$ cat config.mk
export PLATFORM = sky130hd
export DESIGN_NAME = vid_fetch
export DESIGN_NICKNAME = d
export VERILOG_FILES = /design/src/rtl/vid_pkg.sv /design/src/rtl/vid_timing.sv /design/src/rtl/vid_fetch.sv
export SDC_FILE = /design/constraint.sdc
export NUM_CORES = 1
export LEC_CHECK = 0
export BUFFER_PORTS_ARGS = -buffer_cell sky130_fd_sc_hd__buf_2
export CORE_ASPECT_RATIO = 1.4
export CORE_UTILIZATION = 55
export CTS_CLUSTER_SIZE = 20
export DETAILED_ROUTE_END_ITERATION = 12
export PLACE_DENSITY = 0.76
export SLEW_MARGIN = 20
export SYNTH_ARGS = -nofsm -noshare
export SYNTH_HDL_FRONTEND = slang
export SYNTH_SLANG_ARGS = --single-unit
export TNS_END_PERCENT = 5
$ cat constraint.sdc
create_clock -name clock -period 11.8 [get_ports clock]
set_input_delay 0 -clock clock [delete_from_list [all_inputs] [get_ports clock]]
set_output_delay 0 -clock clock [all_outputs]
set_load 0.03 [all_outputs]
$ cat src/rtl/vid_pkg.sv
// Shared constants and types for the video scan-out engine: default raster
// timing, bit-plane indices and the video RAM address layout.
package vid_pkg;

   localparam int unsigned DEF_HTOT = 512;
   localparam int unsigned DEF_VTOT = 312;
   localparam int unsigned DEF_HACT = 256;
   localparam int unsigned DEF_VACT = 248;
   localparam int unsigned DEF_HSS  = 320;
   localparam int unsigned DEF_HSE  = 352;
   localparam int unsigned DEF_VSS  = 270;
   localparam int unsigned DEF_VSE  = 273;

   localparam int unsigned PLANE_W = 2;
   localparam int unsigned ROW_W   = 8;
   localparam int unsigned COL_W   = 5;
   localparam int unsigned ADDR_W  = PLANE_W + ROW_W + COL_W;

   localparam logic [PLANE_W-1:0] PL_B = 2'd0;
   localparam logic [PLANE_W-1:0] PL_R = 2'd1;
   localparam logic [PLANE_W-1:0] PL_G = 2'd2;

   typedef enum logic [2:0] {
      S_IDLE,
      S_P0,
      S_P1,
      S_P2,
      S_CAP
   } fetch_state_t;

   function automatic logic [ADDR_W-1:0] vram_addr(
      input logic [PLANE_W-1:0] plane,
      input logic [ROW_W-1:0]   row,
      input logic [COL_W-1:0]   col
   );
      return {plane, row, col};
   endfunction

endpackage

$ cat src/rtl/vid_timing.sv
// Raster counters, registered sync/blank, and the cell fetch trigger with
// the target row/column of the cell to be fetched next.
module vid_timing
   import vid_pkg::*;
#(
   parameter int unsigned HTOT = DEF_HTOT,
   parameter int unsigned VTOT = DEF_VTOT,
   parameter int unsigned HACT = DEF_HACT,
   parameter int unsigned VACT = DEF_VACT,
   parameter int unsigned HSS  = DEF_HSS,
   parameter int unsigned HSE  = DEF_HSE,
   parameter int unsigned VSS  = DEF_VSS,
   parameter int unsigned VSE  = DEF_VSE
) (
   input  logic             clock,
   input  logic             reset,
   input  logic             ce,
   output logic [8:0]       hc,
   output logic [8:0]       vc,
   output logic             hsync,
   output logic             vsync,
   output logic             blank,
   output logic             pix_active,
   output logic             cell_start,
   output logic             trig,
   output logic [ROW_W-1:0] trow,
   output logic [COL_W-1:0] tcol
);

   logic [8:0] hc_nxt;
   logic [8:0] vc_nxt;
   logic [9:0] tgt_col;
   logic [8:0] tgt_line;

   always_comb begin
      hc_nxt = hc + 9'd1;
      vc_nxt = vc;
      if (hc == 9'(HTOT - 1)) begin
         hc_nxt = '0;
         vc_nxt = (vc == 9'(VTOT - 1)) ? '0 : vc + 9'd1;
      end
   end

   // Decode is done on the column the next ce moves to, so the fetch for
   // the following cell starts on the same edge the current cell loads.
   always_comb begin
      tgt_col  = 10'(hc_nxt) + 10'd8;
      tgt_line = vc_nxt;
      if (tgt_col == 10'(HTOT)) begin
         tgt_col  = '0;
         tgt_line = (vc_nxt == 9'(VTOT - 1)) ? '0 : vc_nxt + 9'd1;
      end
      cell_start = (hc_nxt[2:0] == 3'd0);
      pix_active = (hc_nxt < 9'(HACT)) && (vc_nxt < 9'(VACT));
      trig       = ce && cell_start && (tgt_col < 10'(HACT)) && (tgt_line < 9'(VACT));
      trow       = tgt_line[ROW_W-1:0];
      tcol       = tgt_col[COL_W+2:3];
   end

   always_ff @(posedge clock) begin
      if (!reset) begin
         hc    <= '0;
         vc    <= '0;
         hsync <= 1'b1;
         vsync <= 1'b1;
         blank <= 1'b1;
      end else if (ce) begin
         hc    <= hc_nxt;
         vc    <= vc_nxt;
         hsync <= !((hc_nxt >= 9'(HSS)) && (hc_nxt < 9'(HSE)));
         vsync <= !((vc_nxt >= 9'(VSS)) && (vc_nxt < 9'(VSE)));
         blank <= !pix_active;
      end
   end

endmodule

$ cat src/rtl/vid_fetch.sv
// Raster scan-out engine: fetches the blue, red and green planes of each
// 8-pixel cell from video RAM and serialises them into 1-bit RGB pixels.
module vid_fetch
   import vid_pkg::*;
#(
   parameter int unsigned HTOT = DEF_HTOT,
   parameter int unsigned VTOT = DEF_VTOT,
   parameter int unsigned HACT = DEF_HACT,
   parameter int unsigned VACT = DEF_VACT,
   parameter int unsigned HSS  = DEF_HSS,
   parameter int unsigned HSE  = DEF_HSE,
   parameter int unsigned VSS  = DEF_VSS,
   parameter int unsigned VSE  = DEF_VSE
) (
   input  logic              clock,
   input  logic              reset,
   input  logic              ce,
   output logic [ADDR_W-1:0] a,
   input  logic [7:0]        q,
   output logic              r,
   output logic              g,
   output logic              b,
   output logic              blank,
   output logic              hsync,
   output logic              vsync,
   output logic [8:0]        hc,
   output logic [8:0]        vc
);

   logic             pix_active;
   logic             cell_start;
   logic             trig;
   logic [ROW_W-1:0] trow;
   logic [COL_W-1:0] tcol;

   fetch_state_t      state;
   fetch_state_t      state_nxt;
   logic [ADDR_W-1:0] a_nxt;
   logic              cap_b;
   logic              cap_r;
   logic              cap_g;
   logic [7:0]        hold_b;
   logic [7:0]        hold_r;
   logic [7:0]        hold_g;
   logic [7:0]        sh_b;
   logic [7:0]        sh_r;
   logic [7:0]        sh_g;

   vid_timing #(
      .HTOT(HTOT),
      .VTOT(VTOT),
      .HACT(HACT),
      .VACT(VACT),
      .HSS (HSS),
      .HSE (HSE),
      .VSS (VSS),
      .VSE (VSE)
   ) u_timing (
      .clock     (clock),
      .reset     (reset),
      .ce        (ce),
      .hc        (hc),
      .vc        (vc),
      .hsync     (hsync),
      .vsync     (vsync),
      .blank     (blank),
      .pix_active(pix_active),
      .cell_start(cell_start),
      .trig      (trig),
      .trow      (trow),
      .tcol      (tcol)
   );

   always_ff @(posedge clock) begin
      if (!reset) state <= S_IDLE;
      else        state <= state_nxt;
   end

   // Row/column of the cell in flight are carried in a's low bits, so only
   // the plane field changes between the three reads.
   always_comb begin
      state_nxt = state;
      a_nxt     = a;
      cap_b     = 1'b0;
      cap_r     = 1'b0;
      cap_g     = 1'b0;
      case (state)
         S_IDLE: begin
            if (trig) begin
               state_nxt = S_P0;
               a_nxt     = vram_addr(PL_B, trow, tcol);
            end
         end
         S_P0: begin
            state_nxt = S_P1;
            a_nxt     = {PL_R, a[ROW_W+COL_W-1:0]};
            cap_b     = 1'b1;
         end
         S_P1: begin
            state_nxt = S_P2;
            a_nxt     = {PL_G, a[ROW_W+COL_W-1:0]};
            cap_r     = 1'b1;
         end
         S_P2: begin
            state_nxt = S_CAP;
            cap_g     = 1'b1;
         end
         S_CAP:   state_nxt = S_IDLE;
         default: state_nxt = S_IDLE;
      endcase
   end

   always_ff @(posedge clock) begin
      if (!reset) begin
         a      <= '0;
         hold_b <= '0;
         hold_r <= '0;
         hold_g <= '0;
      end else begin
         a <= a_nxt;
         if (cap_b) hold_b <= q;
         if (cap_r) hold_r <= q;
         if (cap_g) hold_g <= q;
      end
   end

   // Shifters keep only the pixels not yet shown; the output register
   // holds the current one, so bit 7 of a shifter is always the next pixel.
   always_ff @(posedge clock) begin
      if (!reset) begin
         sh_b <= '0;
         sh_r <= '0;
         sh_g <= '0;
         r    <= 1'b0;
         g    <= 1'b0;
         b    <= 1'b0;
      end else if (ce) begin
         if (!pix_active) begin
            r <= 1'b0;
            g <= 1'b0;
            b <= 1'b0;
         end else if (cell_start) begin
            sh_b <= {hold_b[6:0], 1'b0};
            sh_r <= {hold_r[6:0], 1'b0};
            sh_g <= {hold_g[6:0], 1'b0};
            b    <= hold_b[7];
            r    <= hold_r[7];
            g    <= hold_g[7];
         end else begin
            sh_b <= {sh_b[6:0], 1'b0};
            sh_r <= {sh_r[6:0], 1'b0};
            sh_g <= {sh_g[6:0], 1'b0};
            b    <= sh_b[7];
            r    <= sh_r[7];
            g    <= sh_g[7];
         end
      end
   end

   fetch_overlap: assert property (@(posedge clock) disable iff (!reset)
      !(trig && (state != S_IDLE)));

endmodule

# == Yosys cells after proc, flatten, opt, wreduce, memory -nomap -nowiden ==
# Index checks and enable logic that the tools add are counted.
# totals
ff_bits,90
inputBits,11
out_inout_bits,39
elab_cells,76
# classes
n_addsub,4
n_lt_le_gt_ge,8
eq_ne,8
mux,22
bitwise,2
n_reduce_logical,15
# ops
cell,count
two-way mux 9 bit,5
one-hot mux 15 bit (3 select lines),1
adder 9 x 1 -> 9 bit (second input constant),3
equality test 9 bit (second input constant),3
< comparator 9 bit (second input constant),3
two-way mux 8 bit,3
greater-or-equal comparator 9 bit (second input constant),2
< comparator 9 x 8 -> 1 bit (second input constant),2
two-way mux 15 bit,1
one-hot mux 3 bit (4 select lines),1
adder 9 x 4 -> 10 bit (second input constant),1
equality test 10 bit (second input constant),1
< comparator 10 x 9 -> 1 bit (second input constant),1
two-way mux 10 bit,1
two-way mux 1 bit,9
equality test 3 x 2 -> 1 bit (second input constant),2
logical AND 1 bit,6
logical NOT 3 bit,2
AND reduction 2 bit,2
AND reduction 4 bit,1
equality test 3 x 1 -> 1 bit (second input constant),1
logical NOT 1 bit,3
two-way mux 3 bit,1
nonzero test 3 bit,1
2 further kinds,3

# == Longest topological paths before layout ==
# depth
word_depth,10
mapped_depth,21
mapped_depth_nobuf,18

# == Cells and area by module ==
# Synthesis repeated with hierarchy kept, for this count alone.
# unflattened
hier_cells,513
hier_area_um2,4565.6
# by_module_without_submodules
mod,instances,cells_each,area_per_inst_um2,seq_area_each_um2
vid_fetch,1,282,2661.3,1321.3
vid_timing,1,231,1904.3,420.4

# == Worst setup path after synthesis ==
# No wires, ideal clock.
# synth_path
path_type,reg2reg
start,register u_timing.hc[1]
end,register a[10]
setup_time_ns,0.117
arrival_ns,4.060
required_ns,11.683
path_slack_ns,7.623
stages_incl_launch_ff,22
path_buffers,3
synth_period_minus_slack_ns,4.177
cell_sequence,dfxtp_1 -> ha_1 -> nand3_1 -> nor2_1 -> ha_1 -> buf_6 -> inv_1 -> a311oi_1 -> nor2_1 -> inv_1 -> ha_1 -> nand2_1 -> o21a_1 -> a211o_1 -> or4_1 -> buf_2 -> nand4_1 -> nand3_1 -> a41oi_4 -> a21oi_2 -> buf_6 -> o2bb2ai_1
# synth_via
elab_cells_between_ends,20
cone_classes,3 x add/sub; 2 x order compare; 3 x eq/ne; 7 x mux; 5 x reduce/logical
# synth_lines
element,line_no,rtl
start: declaration,vid_timing.sv:18,"output logic [8:0] hc,"
start signal: assignment,vid_timing.sv:68,hc <= hc_nxt;
equality test 9 bit (*),vid_timing.sv:38,if (hc == 9'(HTOT - 1)) begin
two-way mux 9 bit (*),vid_timing.sv:38,
net u_timing.vc_nxt[0],vid_timing.sv:31,logic [8:0] vc_nxt;
adder 9 x 1 -> 9 bit / equality test 9 bit (equally long branches),vid_timing.sv:51,tgt_line = (vc_nxt == 9'(VTOT - 1)) ? '0 : vc_nxt + 9'd1;
two-way mux 9 bit,vid_timing.sv:51,
two-way mux 9 bit (*),vid_timing.sv:49,if (tgt_col == 10'(HTOT)) begin
< comparator 9 x 8 -> 1 bit,vid_timing.sv:55,trig = ce && cell_start && (tgt_col < 10'(HACT)) && (tgt_line < 9'(VACT));
logical AND 1 bit,vid_timing.sv:55,
AND reduction 4 bit (no line),n/a,
end signal: assignment,vid_fetch.sv:120,a <= a_nxt;
end: declaration,vid_fetch.sv:18,"output logic [ADDR_W-1:0] a,"
# The timed path passes the listed nets; every way through them passes the cells marked *. The select of a mux whose other input is x is not followed.
# A chain may end at the register's enable or synchronous reset.

# == Worst setup path after layout ==
# layout_path
start,register u_timing.hc[0]
end,register a[4]
# layout_via
elab_cells_between_ends,20
cone_classes,3 x add/sub; 2 x order compare; 3 x eq/ne; 7 x mux; 5 x reduce/logical
# layout_lines
element,line_no
equality test 9 bit (*),vid_timing.sv:38
two-way mux 9 bit (*),vid_timing.sv:38
net u_timing.vc_nxt[0],vid_timing.sv:31
adder 9 x 1 -> 9 bit / equality test 9 bit (equally long branches),vid_timing.sv:51
two-way mux 9 bit,vid_timing.sv:51
two-way mux 9 bit (*),vid_timing.sv:49
< comparator 9 x 8 -> 1 bit (*),vid_timing.sv:55
logical AND 1 bit (*),vid_timing.sv:55
AND reduction 4 bit (no line) (*),n/a
# Marks and branches as above.

==> results.cfg <==
[outcome]
status = complete, no violations

[critical_path]
crit_fanout = 21
cp_data_required_time_ns = 12.09
start_kind = flip-flop
crit_end = a[4]$_SDFFE_PN0P_
rr_endpoint = a[4]$_SDFFE_PN0P_
r2r_slack_ns = 6.80
crit_arrival_ns = 5.29
end_kind = flip-flop
critPathLaunch = u_timing.hc[0]$_SDFFE_PN0P_
critPathKind = reg -> reg
worst-r2r-cell-count = 18
reg2reg_from = u_timing.hc[0]$_SDFFE_PN0P_

[floorplan]
dieArea_sq_um = 8530
die-height_um = 109
rows = 38
die-width_um = 78.3
core_sq_um = 7850
initial_core_util = 0.572
io_pins = 50

[timing]
rsz0062_at_grt = no
worst_pin_slew_ns = 0.908
fmax_mhz = 200
period_needed_ns = 5.00
fin_tns_setup_ns = 0
worst_slack_ns = 6.80
drv_slew = 0
fin_skew_ns = 0.00978
max_slew_margin = 0.394
hold_viol = 0
fin_crit_sh = 0.424
setup_viol = 0

[layout]
seq_area_sq_um = 1740
fill_cells = 732
finalInstanceArea_sq_um = 4930
final_net_count = 600
multi_input_area_sq_um = 2490
num_antenna_cells = 0
drive_above_1_share = 0.138
syn_to_final_growth_pct = 9.93

[logic_synthesis]
yosys_warnings = 0
synth_edf_count = 0
synth_nets = 570
synth_top_cell_by_area = dfxtp_1
ys.flop_type = dfxtp_1
synthTopCellsByArea = dfxtp_1 (39%), nand2_1 (8.5%), nor2_1 (5.6%)
syn_avg_cell_area_sq_um = 8.11
netlist_top_cells_count = nand2_1 (102), dfxtp_1 (87), nor2_1 (67), a21oi_1 (38), clkbuf_1 (22)
synth_cells = 553
yosysSeqAreaShare = 0.388
synth_cell_type_count = 64
synth_top_area_frac = 0.388
netlist_area_sq_um = 4490
synth.ff_latch_count = 87
ys_async_sr_fraction = 0
synth_most_common_cell = nand2_1

[clock_tree]
cts_made_buffers = 9
clk_latency_ns = 0.37
clockBufferDepth = 2
cts_tree = done
post-cts-setup-buffers = 0
cts.sinks = 87
cts_root_buffer = clkbuf_8
cts.clk_slew.worst_paths_ns = 0.09
cts_resized = 0
htreeDepth = 3

[grt]
antenna_found_initial = 0
grt.total_usage = 0.272
grt_max_degree = 54
gr-usage-met2 = 0.474
grt_pass1_vias = 3754
grt_util_met3 = 0.0444
grt_pass1_wl_mm = 18.0
grt_busiest_layer = met2
grt_overflow_total = 0
met1_usage = 0.323

[hold_path]
holdCritPathClass = in -> reg
holdPathStages = 2

[routing]
firstDrtPassIters = 5
drc = 0
vias_per_cell = 5.96
wirelength_mm = 10.9
drt-initial-drc-count = 277
wire_per_inst_um = 16.0
dr_total_vias = 4080
ant_nets = 0

[place]
place_area_sq_um = 4660
pre_cts_ws_ns = 6.93
gp_congestion = 0.888
dp_hpwl_mm = 7.50
io_buffer_count = 49

[power]
p_leak_nw = 1.95
p_per_area_nw_per_um2 = 112
vdd_drop_max_mv = 0.103

[run]
drv_cap = 0
[repair_timing]
item                       CTS  global route
setup endpoints to repair    0             0
hold endpoints to repair    29             0
hold buffers                 9             0
[worst max-delay path, stage by stage (launching register included)]
cell       delay (ns)
dfxtp_1          0.51
ha_1             0.35
nand3_1          0.11
nor2_1           0.11
ha_1             0.57
inv_1            0.23
a311oi_1         0.36
nor2_1           0.18
inv_1            0.09
ha_1             0.19
nand2_1          0.07
o21a_1           0.25
nor4b_2          0.50
and3_1           0.24
a31o_2           0.10
a22o_1           0.16
a41oi_4          0.16
a21oi_2          0.54
o2bb2ai_1        0.19
[worst min-delay path by stage]
stage,startpoint,endpoint,slack (ns)
after detailed placement,reset,u_timing.vsync$_SDFFE_PN1P_,0.27
after CTS,ce,u_timing.vc[5]$_SDFFE_PN0P_,0.11
after global placement,reset,u_timing.hsync$_SDFFE_PN1P_,0.26
after floorplan,reset,u_timing.hsync$_SDFFE_PN1P_,0.06
final,ce,u_timing.vc[5]$_SDFFE_PN0P_,0.13
after global routing,ce,u_timing.vc[4]$_SDFFE_PN0P_,0.17
[final cells by class]
cell class | count | area share
clock buffer | 11 | 0.0287
clock inverter | 2 | 0.00203
inverter | 15 | 0.0114
multi-input combinational | 410 | 0.504
sequential | 87 | 0.353
tap | 100 | 0.0254
timing repair buffer | 60 | 0.0751
[cell families after synthesis]
logic type	Yosys count	synth area share
XOR/XNOR	20	0.0390
buffers and inverters	56	0.0600
AND/OR/NAND/NOR	245	0.267
flip-flops	87	0.388
AO/OA/AOI/OAI	127	0.202
multiplexers	12	0.0268
adder cells (fa/ha/maj)	6	0.0167
[power by group]
part	total (W)	internal (W)	leakage, nW	switching (W)
clock	0.000181	0.0000782	0.0809	0.000103
sequential	0.000312	0.000303	0.707	0.00000865
combinational	0.0000611	0.0000204	1.16	0.0000407
[registers in the layout (all words and copies together) (netlist names)]
| name | count |
|---|---|
| a | 15 |
| b | 1 |
| g | 1 |
| hold_b | 8 |
| hold_g | 8 |
| hold_r | 8 |
| r | 1 |
| sh_b | 7 |
| sh_g | 7 |
| sh_r | 7 |
| state | 3 |
| u_timing.blank | 1 |
| u_timing.hc | 9 |
| u_timing.hsync | 1 |
| u_timing.vc | 9 |
| u_timing.vsync | 1 |
[cell usage in the layout (no fill, tap or decap), types with 5 or more instances in the layout]
master,count
a21oi_1,37
xnor2_1,13
xor2_1,7
a31oi_1,7
and2_1,9
inv_1,14
clkbuf_8,10
a311oi_1,20
dfxtp_1,87
nor2_1,67
nand2_1,102
o2bb2ai_1,13
mux2i_1,12
nor2b_1,5
o21ai_0,12
ha_1,6
and3_1,5
o21a_1,5
nand4_1,6
dlygate4sd3_1,9
buf_2,49
nor3_1,8
nand3_1,14
[metrics by stage]
stage,total power [W],util,std cells,hold WS (ns)
after CTS,0.000555,0.625,684,0.106
after floorplan,0.000361,-,553,0.0619
after global routing,0.000578,0.629,685,0.166
after detailed placement,0.000377,0.594,662,0.268
final,0.000554,0.629,685,0.126
after global placement,0.000375,0.594,662,0.265
[per-layer routing]
layer  wire length, um  vias to the layer above
li1                  -                     2003
met1              4670                     1927
met2              5500                      127
met3               458                       23
met4               296                        0
met5                 0                        -
(Power assumes the default switching activity.)
